==> src/rtl/slot_reels.sv <==
// Three-reel counter: start spins all reels, each stop freezes the next one.
// valid marks the frozen result once all three reels have stopped.
module slot_reels #(
    parameter int WIDTH = 7,
    parameter int MAX   = 99,
    parameter int STEP1 = 1,
    parameter int STEP2 = 3,
    parameter int STEP3 = 7
) (
    input  logic             clk,
    input  logic             rst,
    input  logic             start,
    input  logic             stop,
    output logic [WIDTH-1:0] number1,
    output logic [WIDTH-1:0] number2,
    output logic [WIDTH-1:0] number3,
    output logic [2:0]       reel_run,
    output logic             spinning,
    output logic             valid
);

    localparam logic [2:0] IDLE = 3'd0;
    localparam logic [2:0] RUN3 = 3'd1;
    localparam logic [2:0] RUN2 = 3'd2;
    localparam logic [2:0] RUN1 = 3'd3;
    localparam logic [2:0] DONE = 3'd4;

    localparam logic [WIDTH:0] LMAX = (WIDTH+1)'(MAX);
    localparam logic [WIDTH:0] LMOD = (WIDTH+1)'(MAX + 1);
    localparam logic [WIDTH:0] S1   = (WIDTH+1)'(STEP1);
    localparam logic [WIDTH:0] S2   = (WIDTH+1)'(STEP2);
    localparam logic [WIDTH:0] S3   = (WIDTH+1)'(STEP3);

    logic [2:0] state;
    logic [2:0] state_nx;
    logic [2:0] freeze;
    logic [2:0] adv;

    // Sum is one bit wider than the reel so the wrap compare cannot overflow.
    function automatic logic [WIDTH-1:0] bump(
        input logic [WIDTH-1:0] n,
        input logic [WIDTH:0]   step
    );
        logic [WIDTH:0] sum;
        sum = {1'b0, n} + step;
        return WIDTH'((sum > LMAX) ? sum - LMOD : sum);
    endfunction

    always_comb begin
        state_nx = state;
        freeze   = 3'b000;
        unique case (state)
            IDLE: begin
                if (start)
                    state_nx = RUN3;
            end
            RUN3: begin
                if (stop) begin
                    state_nx = RUN2;
                    freeze   = 3'b001;
                end
            end
            RUN2: begin
                if (stop) begin
                    state_nx = RUN1;
                    freeze   = 3'b010;
                end
            end
            RUN1: begin
                if (stop) begin
                    state_nx = DONE;
                    freeze   = 3'b100;
                end
            end
            DONE: begin
                if (start)
                    state_nx = RUN3;
            end
            default: state_nx = IDLE;
        endcase
    end

    always_comb begin
        reel_run = 3'b000;
        unique case (state)
            RUN3:    reel_run = 3'b111;
            RUN2:    reel_run = 3'b110;
            RUN1:    reel_run = 3'b100;
            default: reel_run = 3'b000;
        endcase
    end

    assign adv      = reel_run & ~freeze;
    assign spinning = |reel_run;
    assign valid    = (state == DONE);

    always_ff @(posedge clk or posedge rst) begin
        if (rst) begin
            state   <= IDLE;
            number1 <= '0;
            number2 <= '0;
            number3 <= '0;
        end else begin
            state <= state_nx;
            if (adv[0])
                number1 <= bump(number1, S1);
            if (adv[1])
                number2 <= bump(number2, S2);
            if (adv[2])
                number3 <= bump(number3, S3);
        end
    end

endmodule

==> config.mk <==
export PLATFORM = sky130hd
export DESIGN_NAME = slot_reels
export DESIGN_NICKNAME = d
export VERILOG_FILES = /design/src/rtl/slot_reels.sv
export SDC_FILE = /design/constraint.sdc
export NUM_CORES = 1
export LEC_CHECK = 0
export ABC_AREA = 1
export BUFFER_PORTS_ARGS = -buffer_cell sky130_fd_sc_hd__buf_2
export CAP_MARGIN = 20
export CELL_PAD_IN_SITES_DETAIL_PLACEMENT = 0
export CELL_PAD_IN_SITES_GLOBAL_PLACEMENT = 1
export CORE_ASPECT_RATIO = 0.8
export CORE_UTILIZATION = 43
export CTS_CLUSTER_DIAMETER = 150
export DETAILED_ROUTE_END_ITERATION = 8
export PLACE_DENSITY = 0.95
export SETUP_SLACK_MARGIN = 0.02
export SYNTH_ARGS = -nofsm -noshare
export SYNTH_HDL_FRONTEND = slang
export SYNTH_SLANG_ARGS = --single-unit
==> constraint.sdc <==
create_clock -name clk -period 3.2 [get_ports clk]
set_clock_uncertainty 0.05 [all_clocks]
set_input_delay 0.64 -clock clk [delete_from_list [all_inputs] [get_ports clk]]
set_output_delay 0.64 -clock clk [all_outputs]
set_load 0.01 [all_outputs]
==> impl_results.md <==
* Hpwl dp at 2967 um
* Total power at 2.228 mW
* Max_cap viols at 0
* CTS tree: yes
* Vias in the first global route at 1497
* Ratio of cells with drive above 1 in the final layout at 0.2237
* Clk_lat worst skew at 0.26 ns
* I/O pin count at 30
* DIE WIDTH at 75.35 um
* Routed WL at 3742 um
* 1st-iter DRT viols at 117
* Status: finished clean
* Sink Count at 24
* Switching power at 1.141 mW
* Cell variety after synth at 26
* Rows at 20
* Slowest CP cell: dfrtp_1
* CTS buffer count at 3
* Slowest stage delay, CP at 0.50 ns
* Longest Clk Path Bufs at 2
* Via count at 1701
* Die H at 60.68 um
* Full die area at 4572 um^2
* Initial antenna violation count at 0
* Area Overhead vs Synth at 15.35%
* Final Max Slew Viols at 0
* Vias/cell at 4.860
* Routed wire per std cell at 10.69 um
* Final worst path period need at 2.162 ns
* Maximum vdd drop at 0.4874 mV
* Critical-path maximum fanout at 9
* P_leak at 1.167 nW
* Remaining Overflow, GRT at 0
* CTS resizes at 0
* I/O Buffers at 29
* Flops & latches, synth at 24
* Pint at 1.087 mW
* CTS HTree Levels at 1
* Critical-path cell list: ha_1, nand2_1, inv_2, nor2_1, inv_1, ha_1, inv_1, nand4_2, nand3_2, nand2_1, nand2_1, nand3_1, nand2_1
* First-pass DRT Iterations at 4
* Tightest Pin Transition at 0.3947 ns
* Final-layout fill cell count at 421
* Sequential cell area fraction in the yosys report at 0.3245
* Max transition margin at 0.7350
* Switching share of power at 0.5121
* Fin crit share at 0.6758
* Core footprint at 3954 um^2
* Synthesis Warnings at 0
* Hold Violations, Final at 0
* RSZ-0062 raised after global routing: false
* Clock power frac at 0.092
* Flop pwr share at 0.273
* Mapped Cells at 263
* Synthesized cell area at 1851 um^2
* Crit path capture type: flop
* Avg Cell Area, Syn at 7.036 um^2
* First-pass GRT wire length at 6430 um
* DRC at 0
* Gpl congestion at 0.9020
* Final setup vio count at 0
* Clock transition at path regs at 0.09 ns
* Worst min path class: primary input to async pin
* ANT nets after route at 0
* ANT cells at 0
* CP Data Arrival Time at 2.32 ns
* F_max at 0.4624 GHz
* Pwr dens at 1044 nW/um^2
* Pin count of the biggest net entering global routing at 25
* Initial core utilization at 0.4680
* Synth area leader: dfrtp_1
* Post-CTS Setup Bufs at 0
* CP startpoint kind: flop
* Placed Instances at 345
* Non-filler instance count after layout at 350
* Synth top area cells: dfrtp_1 32%, nand2_1 16%, nand3_1 7.8%, inv_1 6.5%, ha_1 4.7%
* Global-route total usage across every layer at 0.1830
* Yosys top cell area share at 0.3245
* Setup TNS at 0 ns
* CP required at 3.36 ns
* Critical Path Most Common Cell: nand2_1
* Hold_buf cts at 0
* Crit Path Category: flop to flop
* Combinational group share of total power at 0.635
* Syn nets at 274
* Root Buffer: clkbuf_8
* Final net count at 307
-- cell usage in the layout (no fill, tap or decap), drive strengths merged, types with 4 or more instances in the layout --
cell type,count
ha,7
dfrtp,24
nor2,19
xor2,7
a21oi,5
nand3b,4
nand3,36
nand4,8
nand2,92
clkbuf,4
o21ai,13
buf,30
xnor2,4
inv,39
-- synthesized netlist by cell type (all sizes together) --
cell / count
a21oi: 5
a31oi: 1
xnor2: 4
dfrtp: 24
nand3: 36
ha: 7
buf: 2
nand3b: 4
o21bai: 1
nand4: 8
and2: 1
nand2: 92
nor2: 19
xor2: 7
inv: 39
o21ai: 13
-- power groups by stage --
stage / sequential (mW) / clock, mW / combinational (mW)
6_report: 0.609 / 0.205 / 1.41
4_1_cts: 0.607 / 0.220 / 1.42
3_5_place_dp: 0.612 / 0 / 1.42
3_3_place_gp: 0.610 / 0 / 1.41
5_1_grt: 0.631 / 0.228 / 1.64
2_1_floorplan: 0.620 / 0 / 1.07
-- path summary, 6_finish.rpt --
path | depth (start not counted) | start | to | slack [ns]
max in group asynchronous | 3 | rst | number3[5] | 2.47
worst max register to register | 13 | number1[0] | number1[2] | 1.04
min in group clk | 2 | number3[1] | number3[1] | 0.47
worst min register to register | 2 | number3[1] | number3[1] | 0.47
worst min-delay path | 2 | rst | number3[0] | 0.24
worst max-delay path | 13 | number1[0] | number1[2] | 1.04
-- kinds of logic (layout without fill, tap and decap cells) --
group / after synthesis / in the layout / synth area share
AND/OR/NAND/NOR: 160 / 160 / 0.4321
adder cells (fa/ha/maj): 7 / 7 / 0.04733
flip-flops: 24 / 24 / 0.3245
XOR/XNOR: 11 / 11 / 0.05206
buffers and inverters: 41 / 73 / 0.08587
AO/OA/AOI/OAI: 20 / 20 / 0.05815
-- worst max-delay path: cells and delay by family (launching register included) --
kind,cells,cell delay [ns]
adder cells (fa/ha/maj),2,0.47
buffers and inverters,3,0.26
flip-flops,1,0.50
AND/OR/NAND/NOR,8,0.81
-- sequential cells by signal, indices dropped and copies added (netlist names) --
register and count:
number3 7, state 3, number1 7, number2 7
-- stage by stage --
| stage | hold slack [ns] | setup slack [ns] | cell area [um^2] | util |
|---|---|---|---|---|
| 2_1_floorplan | 0.4829 | 1.304 | 1851 | - |
| 3_3_place_gp | 0.4390 | 1.171 | 2052 | 0.5190 |
| 3_5_place_dp | 0.4474 | 1.085 | 2052 | 0.5190 |
| 4_1_cts | 0.4703 | 1.058 | 2107 | 0.5329 |
| 5_1_grt | 0.2591 | 0.8357 | 2135 | 0.5399 |
| 6_report | 0.2414 | 1.038 | 2135 | 0.5399 |
-- layout make-up --
class | instances | area [um^2] | share of cell area
clock buffers | 4 | 55.05 | 0.02579
inverters | 39 | 146.4 | 0.06858
multi-input cells | 198 | 1091 | 0.5111
flip-flops and latches | 24 | 600.6 | 0.2814
well taps | 55 | 68.82 | 0.03224
repair buffers | 30 | 172.7 | 0.08089
-- per-layer routing --
layer  routed length, um  global-route usage
met5                   0                   0
met4                   0             0.01587
met3                 149             0.03654
met2                1560              0.2883
met1                2031              0.2712
(Power assumes the default switching activity.)
